===== src/rtl/exhaustive_pattern_capture_if.sv =====
// Control and result bundle between the capture engine and its host.
// The engine also drives and observes the benchmark through it.
interface exhaustive_pattern_capture_if #(
   parameter int WIDTH = 4
);
   logic                start;
   logic                abort;
   logic                dut_out;
   logic [WIDTH-1:0]    dut_in;
   logic                busy;
   logic                done;
   logic [2**WIDTH-1:0] resp;
   logic [WIDTH:0]      ones;
   logic [15:0]         sig;

   modport master (
      output start, abort, dut_out,
      input  dut_in, busy, done, resp, ones, sig
   );

   modport slave (
      input  start, abort, dut_out,
      output dut_in, busy, done, resp, ones, sig
   );
endinterface


===== src/rtl/exhaustive_pattern_capture.sv =====
// Exhaustive stimulus engine: walks every input pattern of a small benchmark
// and captures its single-bit response, ones count and CRC-16 signature.
module exhaustive_pattern_capture #(
   parameter int WIDTH  = 4,
   parameter int SETTLE = 1
) (
   input logic CK,
   input logic reset,
   exhaustive_pattern_capture_if.slave bus
);

   typedef enum logic [1:0] {
      S_IDLE,
      S_APPLY,
      S_SAMPLE,
      S_DONE
   } state_t;

   // Pattern counter is one bit wider so the last-pattern compare cannot wrap.
   localparam logic [WIDTH:0] LAST    = (WIDTH+1)'((1 << WIDTH) - 1);
   localparam logic [3:0]     SET_END = 4'(SETTLE - 1);

   state_t              state;
   logic [WIDTH:0]      pattern;
   logic [3:0]          settle;
   logic [WIDTH-1:0]    din_q;
   logic                busy_q;
   logic                done_q;
   logic [2**WIDTH-1:0] resp_q;
   logic [WIDTH:0]      ones_q;
   logic [15:0]         sig_q;
   logic                fb;
   logic [15:0]         sig_nx;

   assign fb     = sig_q[15] ^ bus.dut_out;
   assign sig_nx = {sig_q[14:0], 1'b0} ^ (fb ? 16'h1021 : 16'h0000);

   assign bus.dut_in = din_q;
   assign bus.busy   = busy_q;
   assign bus.done   = done_q;
   assign bus.resp   = resp_q;
   assign bus.ones   = ones_q;
   assign bus.sig    = sig_q;

   always_ff @(posedge CK) begin
      if (!reset) begin
         state   <= S_IDLE;
         pattern <= '0;
         settle  <= '0;
         din_q   <= '0;
         busy_q  <= 1'b0;
         done_q  <= 1'b0;
         resp_q  <= '0;
         ones_q  <= '0;
         sig_q   <= 16'hFFFF;
      end else begin
         done_q <= 1'b0;
         unique case (state)
            S_IDLE: begin
               if (bus.start) begin
                  state   <= S_APPLY;
                  pattern <= '0;
                  settle  <= '0;
                  din_q   <= '0;
                  busy_q  <= 1'b1;
                  resp_q  <= '0;
                  ones_q  <= '0;
                  sig_q   <= 16'hFFFF;
               end
            end
            S_APPLY: begin
               if (bus.abort) begin
                  state  <= S_IDLE;
                  busy_q <= 1'b0;
                  din_q  <= '0;
               end else begin
                  settle <= settle + 4'd1;
                  if (settle == SET_END) begin
                     state <= S_SAMPLE;
                  end
               end
            end
            S_SAMPLE: begin
               // Abort wins over capture: partial results stay as they were.
               if (bus.abort) begin
                  state  <= S_IDLE;
                  busy_q <= 1'b0;
                  din_q  <= '0;
               end else begin
                  resp_q[pattern[WIDTH-1:0]] <= bus.dut_out;
                  ones_q <= ones_q + (WIDTH+1)'(bus.dut_out);
                  sig_q  <= sig_nx;
                  if (pattern == LAST) begin
                     state  <= S_DONE;
                     busy_q <= 1'b0;
                     done_q <= 1'b1;
                     din_q  <= '0;
                  end else begin
                     state   <= S_APPLY;
                     pattern <= pattern + (WIDTH+1)'(1);
                     settle  <= '0;
                     din_q   <= din_q + WIDTH'(1);
                  end
               end
            end
            S_DONE: begin
               state <= S_IDLE;
            end
            default: begin
               state <= S_IDLE;
            end
         endcase
      end
   end

endmodule


===== src/flat_wrapper.sv =====
// flat-port wrapper written by rule: the top's interface ports become plain ports
module exhaustive_pattern_capture_flat 
#(
   parameter int WIDTH  = 4,
   parameter int SETTLE = 1
)
  (CK, reset, bus_start, bus_abort, bus_dut_out, bus_dut_in, bus_busy, bus_done, bus_resp, bus_ones, bus_sig);
  exhaustive_pattern_capture_if #(.WIDTH(WIDTH)) bus_i ();
  input logic CK;
  input logic reset;
  input wire logic [$bits(bus_i.start)-1:0] bus_start;
  input wire logic [$bits(bus_i.abort)-1:0] bus_abort;
  input wire logic [$bits(bus_i.dut_out)-1:0] bus_dut_out;
  output wire logic [$bits(bus_i.dut_in)-1:0] bus_dut_in;
  output wire logic [$bits(bus_i.busy)-1:0] bus_busy;
  output wire logic [$bits(bus_i.done)-1:0] bus_done;
  output wire logic [$bits(bus_i.resp)-1:0] bus_resp;
  output wire logic [$bits(bus_i.ones)-1:0] bus_ones;
  output wire logic [$bits(bus_i.sig)-1:0] bus_sig;
  assign bus_i.start = bus_start;
  assign bus_i.abort = bus_abort;
  assign bus_i.dut_out = bus_dut_out;
  assign bus_dut_in = bus_i.dut_in;
  assign bus_busy = bus_i.busy;
  assign bus_done = bus_i.done;
  assign bus_resp = bus_i.resp;
  assign bus_ones = bus_i.ones;
  assign bus_sig = bus_i.sig;
  exhaustive_pattern_capture #(.WIDTH(WIDTH), .SETTLE(SETTLE)) u_core (.CK(CK), .reset(reset), .bus(bus_i));
endmodule

===== config.mk =====
export PLATFORM = sky130hd
export DESIGN_NAME = exhaustive_pattern_capture_flat
export DESIGN_NICKNAME = d
export VERILOG_FILES = /design/src/rtl/exhaustive_pattern_capture_if.sv /design/src/rtl/exhaustive_pattern_capture.sv /design/src/flat_wrapper.sv
export SDC_FILE = /design/constraint.sdc
export NUM_CORES = 1
export LEC_CHECK = 0
export ABC_AREA = 1
export BUFFER_PORTS_ARGS = -buffer_cell sky130_fd_sc_hd__buf_2
export CAP_MARGIN = 20
export CORE_MARGIN = 2
export CORE_UTILIZATION = 30
export DETAILED_ROUTE_END_ITERATION = 12
export PLACE_DENSITY_LB_ADDON = 0.2
export SYNTH_ARGS = -nofsm -noshare
export SYNTH_HDL_FRONTEND = slang
export SYNTH_SLANG_ARGS = --single-unit

===== constraint.sdc =====
create_clock -name CK -period 1.8 [get_ports CK]
set_input_delay 0.36 -clock CK [delete_from_list [all_inputs] [get_ports CK]]
set_output_delay 0.36 -clock CK [all_outputs]
set_load 0.05 [all_outputs]

==> metrics.cfg, run 1 <==
[detailed_routing]
vias = 2552
routed.top_layer = met4
drtPass1Iterations = 4
dr_wl_met2_um = 3180
wl_per_cell_um = 12.2
finalWirelength_um = 6720
drtIter0Drc = 82
drc = 0
vias_per_cell = 4.61
final_antenna_net_count = 0
met3_length_um = 218
wl_met1_um = 3210

[setup_path]
crit_chain = ha_2, inv_2, nor2_2, ha_1, inv_1, nand2_1, nand3_1, nand2_2, nand2_1, o21ai_0, nor2_1
arrival_ps = 1860
worstPathMaxFanout = 6
path_class = flop to flop
max_stage_delay_ps = 350
cp_slowest_cell = dfxtp_1
critPathLaunchType = flop
crit_required_ps = 2010
endpoint_kind = flop
cpMostUsedCell = nand2_1

[power_and_ir_drop]
p_total_uw = 2920
vdd_drop_max_v = 0.000367
power.leakage_uw = 0.00150
power_density_nw_per_um2 = 894

[clocking]
numCtsBuffers = 5
htreeDepth = 2
path_clk_slew_ps = 100
cts_root_buffer = clkbuf_8
cts_sinks = 54
clock_latency_ps = 320
clockBufferDepth = 2
cts_tree = yes

[yosys]
synth_area_per_cell_um2 = 7.03
async_reset_ff_frac = 0
synthCells = 392
synth-seq-cells = 54
synth_nets = 412
ys_types = 26
yosys_most_used_dff = dfxtp_1
synth_area_um2 = 2760
synth_edf_count = 0
yosysWarnings = 0
ys_seq_area_frac = 0.392

[sta]
finalSetupViolCount = 0
period_share = 0.915
grt_setup_unrepaired = false
hold_viol_final = 0
tightest_slew_ps = 293
finalMaxSlewViolations = 0
fin_tns_setup_ps = 0
fin_crit_ps = 1650
fmax_mhz = 607
clock_skew_ps = 13.2
slew_headroom = 0.804

[floorplan]
ioPinCount = 48
initial_utilization = 0.313
die_x_um = 99.8
die_area_um2 = 9970
die_h_um = 99.8
core-area_um2 = 8810
row_count = 34

[placed_design]
hpwl_um = 5000
gp_congestion = 0.850
io_buffers = 47

[cells_and_area]
antenna_cells = 0
fin_nets = 464
areaGrowthSynthToFinish_pct = 18.6
fill_cells = 952
postLayoutCoreUtil = 0.371
seq_area_um2 = 1080
multi_input_area_um2 = 1430
drive_gt1_frac = 0.200

[global_routing]
grt-ovfl-total = 0
grt_pass1_vias = 2372
grt_max_degree = 20
grt_usage = 0.138
antenna_found_initial = 0
grt_pass1_wl_um = 11200

[hold_path]
hp-class = primary input to flop

[run]
maxCapViolCount = 0

[outcome]
run_status = finished clean

-- cell families after synthesis --
logic type	share of synthesized area
compound gates	0.109
xor+xnor	0.00636
fa+ha+maj	0.0681
buf+inv	0.0935
flops	0.392
simple gates	0.330
-- layout by cell type (no fill, tap or decap), types with 2 or more instances in the layout --
cell type,count
nand4_1,8
nand2_1,110
ha_1,12
nor2_2,2
nand2_2,3
a21oi_1,32
nand3_1,43
nor2_4,3
buf_12,2
inv_2,4
o21ai_0,20
dfxtp_1,53
clkbuf_8,7
o211ai_1,3
nand2_4,3
buf_4,11
inv_1,35
ha_2,3
nor2_1,33
buf_2,47
o21ai_1,2
-- timing repair --
action / CTS / global route
resized for setup: 0 / 7
hold buffers: 0 / 0
endpoints found under the setup margin: 0 / 12
setup buffers: 0 / 1
-- registers in the layout, indices dropped and copies added, names as in the netlist --
register	count
u_core.bus.sig	16
u_core.state	2
u_core.bus.resp	16
u_core.pattern	5
u_core.bus.dut_in	4
u_core.bus.done	1
u_core.bus.ones	5
u_core.settle	4
u_core.bus.busy	1
-- critical path, delay by kind of cell (launching register included) --
kind,cells,cell delay [ps]
AND/OR/NAND/NOR,6,600
adder cells (fa/ha/maj),2,390
flip-flops,1,350
buffers and inverters,2,130
AO/OA/AOI/OAI,1,70
-- per-stage QoR --
stage	setup WS (ps)	hold slack [ps]	std cells	cell area [um2]
3_3_place_gp	90.9	448	544	3140
2_1_floorplan	211	470	392	2760
4_1_cts	45.2	410	552	3250
3_5_place_dp	75.3	451	544	3140
6_report	153	412	553	3270
5_1_grt	3.82	417	553	3270
-- Yosys cell counts, types with 5 or more instances --
| library cell | number | area [um2] |
|---|---|---|
| buf_6 | 5 | 56.3 |
| ha_1 | 15 | 188 |
| dfxtp_1 | 54 | 1080 |
| inv_1 | 36 | 135 |
| nand2_1 | 110 | 413 |
| o21ai_0 | 20 | 100 |
| clkbuf_1 | 5 | 18.8 |
| nand3_1 | 43 | 215 |
| buf_2 | 5 | 25.0 |
| nor2_1 | 34 | 128 |
| nand4_1 | 8 | 50.1 |
| a21oi_1 | 32 | 160 |
-- per-layer routing --
metal / GRT usage / up-vias
li1: - / 1363
met1: 0.178 / 1144
met2: 0.227 / 36
met3: 0.0272 / 9
met4: 0.0527 / 0
met5: 0 / -
-- cell type report --
cell class,instances,share of cell area
Sequential cell,54,0.331
Clock inverter,1,0.00268
Timing Repair Buffer,61,0.113
Inverter,40,0.0459
Multi-Input combinational cell,282,0.436
Clock buffer,7,0.0295
Tap cell,108,0.0413
-- where the power goes --
group | switching [uW] | internal [uW] | total, uW
combinational | 592 | 248 | 840
clock | 413 | 354 | 767
sequential | 51.0 | 1270 | 1320
-- worst paths after layout --
path	start	end	slack [ps]	cells past startpoint
setup reg to reg	u_core.pattern[0]	u_core.settle[1]	150	11
hold reg to reg	u_core.bus.resp[1]	u_core.bus.resp[1]	460	2
setup / recovery	u_core.pattern[0]	u_core.settle[1]	150	11
hold / removal	reset	u_core.settle[2]	410	3
(Power assumes the default switching activity.)
==> run 2, diff against run 1 <==
--- a/config.mk
+++ b/config.mk
@@ -6,11 +6,11 @@
 export NUM_CORES = 1
 export LEC_CHECK = 0
 export ABC_AREA = 1
-export BUFFER_PORTS_ARGS = -buffer_cell sky130_fd_sc_hd__buf_2
 export CAP_MARGIN = 20
 export CORE_MARGIN = 2
 export CORE_UTILIZATION = 30
 export DETAILED_ROUTE_END_ITERATION = 12
+export DONT_BUFFER_PORTS = 1
 export PLACE_DENSITY_LB_ADDON = 0.2
 export SYNTH_ARGS = -nofsm -noshare
 export SYNTH_HDL_FRONTEND = slang
==> run 2 against run 1 <==
Net effect: non-clock buffer count shrank 39; core utilization down 2.1 points; sequential share of layout area increased by 2.0 points; largest cell class unchanged; largest power group unchanged.
==> metrics.cfg, run 2 (same netlist as run 1, synthesis figures left out) <==
[setup_path]
crit_start = u_core.pattern[0]
r2r_start = u_core.pattern[0]
worstPathMaxFanout = 5
endpoint_kind = flop
reg2reg_to = u_core.settle[1]
critPathLaunchType = flop
arrival_ps = 1800
path_class = flop to flop
reg2reg_slack_ps = 200
rr_worst_depth = 11
crit_end = u_core.settle[1]
crit_required_ps = 2000

[detailed_routing]
vias = 2413
drtPass1Iterations = 4
finalWirelength_um = 6420
drtIter0Drc = 56
wl_per_cell_um = 12.5
vias_per_cell = 4.69
drc = 0
final_antenna_net_count = 0

[clocking]
cts_tree = yes
cts_sinks = 54
clock_latency_ps = 300
path_clk_slew_ps = 100
postCtsSetupBuffers = 0
holdBufCountCts = 0
htreeDepth = 2
clockBufferDepth = 2
cts_root_buffer = clkbuf_8
numCtsBuffers = 5

[floorplan]
ioPinCount = 48
core-area_um2 = 8810
row_count = 34
initial_utilization = 0.313
die_h_um = 99.8
die_x_um = 99.8
die_area_um2 = 9970

[global_routing]
grt_pass1_vias = 2302
grt_usage = 0.135
grt_pass1_wl_um = 11000
grt_max_degree = 22
antenna_found_initial = 0
grt-ovfl-total = 0

[power_and_ir_drop]
combPwrFrac = 0.213
power_density_nw_per_um2 = 906
vdd_drop_max_v = 0.000282
swShare = 0.360
p_switching_uw = 1010
seq_power_share = 0.535
intPower_uw = 1790
power.leakage_uw = 0.00133
clkPwrFrac = 0.252

[placed_design]
hpwl_um = 4740
dp_cells = 506
gp_congestion = 0.824
io_buffers = 0

[cells_and_area]
fin_nets = 425
fin_cells = 514
fill_cells = 947
postLayoutCoreUtil = 0.350
seq_area_um2 = 1080
areaGrowthSynthToFinish_pct = 11.9
multi_input_area_um2 = 1430
drive_gt1_frac = 0.123
antenna_cells = 0
layout_commonest_cell = nand2_1
final_cell_mix = 109 x nand2_1, 53 x dfxtp_1, 42 x nand3_1

[sta]
finalMaxSlewViolations = 0
finalSetupViolCount = 0
tightest_slew_ps = 563
period_share = 0.888
grt_setup_unrepaired = false
fin_hold_ws_ps = 148
fmax_mhz = 626
fin_tns_setup_ps = 0
fin_crit_ps = 1600
hold_viol_final = 0
clock_skew_ps = 6.12
slew_headroom = 0.624

[run]
maxCapViolCount = 0

[outcome]
run_status = finished clean

[hold_path]
hp-class = primary input to flop

[run 2: worst min-delay path by stage]
| stage | from | to | slack, ps | cells after the start |
|---|---|---|---|---|
| 3_3_place_gp | reset | u_core.bus.sig[15] | 450 | 1 |
| 4_1_cts | reset | u_core.bus.sig[15] | 140 | 1 |
| 3_5_place_dp | u_core.bus.ones[1] | u_core.bus.ones[1] | 450 | 2 |
| 6_report | reset | u_core.bus.sig[15] | 150 | 1 |
| 5_1_grt | reset | u_core.bus.sig[15] | 140 | 1 |
| 2_1_floorplan | u_core.settle[2] | u_core.settle[2] | 470 | 2 |
[run 2: what timing repair did]
item,in CTS,in global routing
hold endpoints to repair,0,0
resized for setup,0,7
endpoints found under the setup margin,0,8
[run 2: power by group through the flow]
stage / registers, uW / logic [uW] / clock network, uW
2_1_floorplan: 1520 / 463 / 0
3_3_place_gp: 1520 / 592 / 0
3_5_place_dp: 1520 / 595 / 0
4_1_cts: 1500 / 599 / 746
5_1_grt: 1510 / 687 / 790
6_report: 1490 / 596 / 704
[run 2: metrics by stage]
step | cell area, um2 | setup slack, ps | power (uW)
5_1_grt | 3080 | 31.7 | 2980
6_report | 3080 | 202 | 2790
4_1_cts | 3060 | 79.8 | 2840
3_3_place_gp | 2970 | 154 | 2110
3_5_place_dp | 2970 | 101 | 2120
2_1_floorplan | 2760 | 211 | 1980
[run 2: cell type report]
type | instances | area share
well taps | 108 | 0.0438
flip-flops and latches | 54 | 0.351
repair buffers | 22 | 0.0617
clock inverters | 1 | 0.00162
inverters | 40 | 0.0487
multi-input cells | 282 | 0.465
clock buffers | 7 | 0.0280
[run 2: critical path, stage by stage, from the launching register on]
cell     delay, ps
dfxtp_2        360
ha_1           190
inv_1           70
nor2_2         140
ha_2           210
inv_1           50
nand2_1         60
nand3_2        120
nand2_2        130
nand2_1         50
o21ai_0         60
nor2_1          50
[run 2: routing by layer]
layer  global-route usage  vias up  wire length, um
met5                    0        -                0
met4               0.0369        0               68
met2                0.225       40             3060
met3               0.0446        6              333
met1                0.168     1082             2960
li1                     -     1285                -
==> run 3, diff against run 2 <==
--- a/config.mk
+++ b/config.mk
@@ -7,6 +7,7 @@
 export LEC_CHECK = 0
 export ABC_AREA = 1
 export CAP_MARGIN = 20
+export CORE_ASPECT_RATIO = 0.8
 export CORE_MARGIN = 2
 export CORE_UTILIZATION = 30
 export DETAILED_ROUTE_END_ITERATION = 12
==> run 3 against run 2 <==
Net effect: design area grew 0.41%; count of clock-buffer cells in the layout shrank 2; setup slack lost 58 ps.
==> metrics.cfg, run 3 (same netlist as run 1, synthesis figures left out) <==
[floorplan]
core-area_um2 = 9000
row_count = 31
die_area_um2 = 9970
ioPinCount = 48
die_h_um = 89.7
initial_utilization = 0.306
die_x_um = 111

[detailed_routing]
drtPass1Iterations = 4
drtIter0Drc = 125
vias_per_cell = 4.65
final_antenna_net_count = 0
vias = 2397
wl_per_cell_um = 12.5
finalWirelength_um = 6460
drc = 0

[cells_and_area]
fin_nets = 421
seq_area_um2 = 1080
multi_input_area_um2 = 1420
layout_commonest_cell = nand2_1
final_cell_mix = 110 x nand2_1, 53 x dfxtp_1, 42 x nand3_1
fill_cells = 973
fin_cells = 516
antenna_cells = 0
drive_gt1_frac = 0.105
areaGrowthSynthToFinish_pct = 12.4

[setup_path]
crit_required_ps = 2020
rr_worst_depth = 10
worstPathMaxFanout = 21
r2r_start = u_core.state[1]
crit_chain = inv_1, ha_1, nand2_4, nand2_4, nor2_4, buf_12, nand3_1, nand2_1, nand2_1, nor2_1
crit_start = u_core.state[1]
cp_slowest_cell = dfxtp_1
max_stage_delay_ps = 380
crit_end = u_core.bus.ones[4]
critPathLaunchType = flop
reg2reg_slack_ps = 140
endpoint_kind = flop
reg2reg_to = u_core.bus.ones[4]
path_class = flop to flop
arrival_ps = 1880

[power_and_ir_drop]
power.leakage_uw = 0.00133
power_density_nw_per_um2 = 969
vdd_drop_max_v = 0.000507

[sta]
tightest_slew_ps = 568
hold_viol_final = 0
fin_hold_ws_ps = 172
finalMaxSlewViolations = 0
fin_tns_setup_ps = 0
clock_skew_ps = 5.84
finalSetupViolCount = 0
fin_crit_ps = 1660
grt_setup_unrepaired = false
fmax_mhz = 604
slew_headroom = 0.621
period_share = 0.920

[clocking]
path_clk_slew_ps = 70
clock_latency_ps = 290
clockBufferDepth = 2
htreeDepth = 2
cts_sinks = 54
numCtsBuffers = 5
postCtsSetupBuffers = 0
cts_root_buffer = clkbuf_16
cts_tree = yes

[global_routing]
grt_pass1_vias = 2334
grt_pass1_wl_um = 11100
grt_usage = 0.135
antenna_found_initial = 0
grt-ovfl-total = 0
grt_max_degree = 23

[placed_design]
dp_cells = 509
hpwl_um = 4800
io_buffers = 0
gp_congestion = 0.808

[outcome]
run_status = finished clean

[hold_path]
hp-class = primary input to flop

[run]
maxCapViolCount = 0

==> run 3: per-layer routing <==
metal  share of wire  vias to the layer above  track usage
li1                -                     1279            -
met3           0.069                        5       0.0499
met5               0                        -            0
met4          0.0071                        0       0.0278
met1            0.50                     1062        0.179
met2            0.43                       51        0.211
==> run 3: final cells by class <==
class | count | area share
clock inverter | 2 | 0.00323
inverter | 40 | 0.0485
clock buffer | 5 | 0.0404
tap | 115 | 0.0465
multi-input combinational | 282 | 0.460
sequential | 54 | 0.350
timing repair buffer | 18 | 0.0517
==> run 3: worst min-delay path by stage <==
stage,start,to,slack [ps],cells after the start
6_report,reset,u_core.bus.sig[15],170,1
4_1_cts,reset,u_core.bus.sig[15],160,1
3_3_place_gp,reset,u_core.bus.sig[15],460,1
5_1_grt,reset,u_core.bus.sig[15],180,1
3_5_place_dp,reset,u_core.bus.sig[15],470,1
2_1_floorplan,u_core.settle[2],u_core.settle[2],470,2
==> run 3: critical path: cells and delay by family, from the launching register on <==
| kind | cells | cell delay, ps |
|---|---|---|
| adders and majority gates | 1 | 280 |
| buffers and inverters | 2 | 240 |
| DFF | 1 | 380 |
| and+or+nand+nor | 7 | 660 |
==> run 3: through the flow <==
step | cell area, um2 | util | setup WS, ps | total power, uW
2_1_floorplan | 2760 | - | 211 | 1980
4_1_cts | 3090 | 0.343 | 68.7 | 3050
3_3_place_gp | 2950 | 0.328 | 142 | 2100
5_1_grt | 3100 | 0.344 | 1.96 | 3190
6_report | 3100 | 0.344 | 144 | 3000
3_5_place_dp | 2950 | 0.328 | 83.2 | 2100
==> run 3: power by group <==
group	internal, uW	switching [uW]
combinational	195	386
clock	504	420
sequential	1270	230
==> run 3: timing repair <==
item	in CTS	in global routing
endpoints found under the hold margin	0	0
resized for setup	0	3
setup endpoints to repair	0	5
hold buffers	0	0
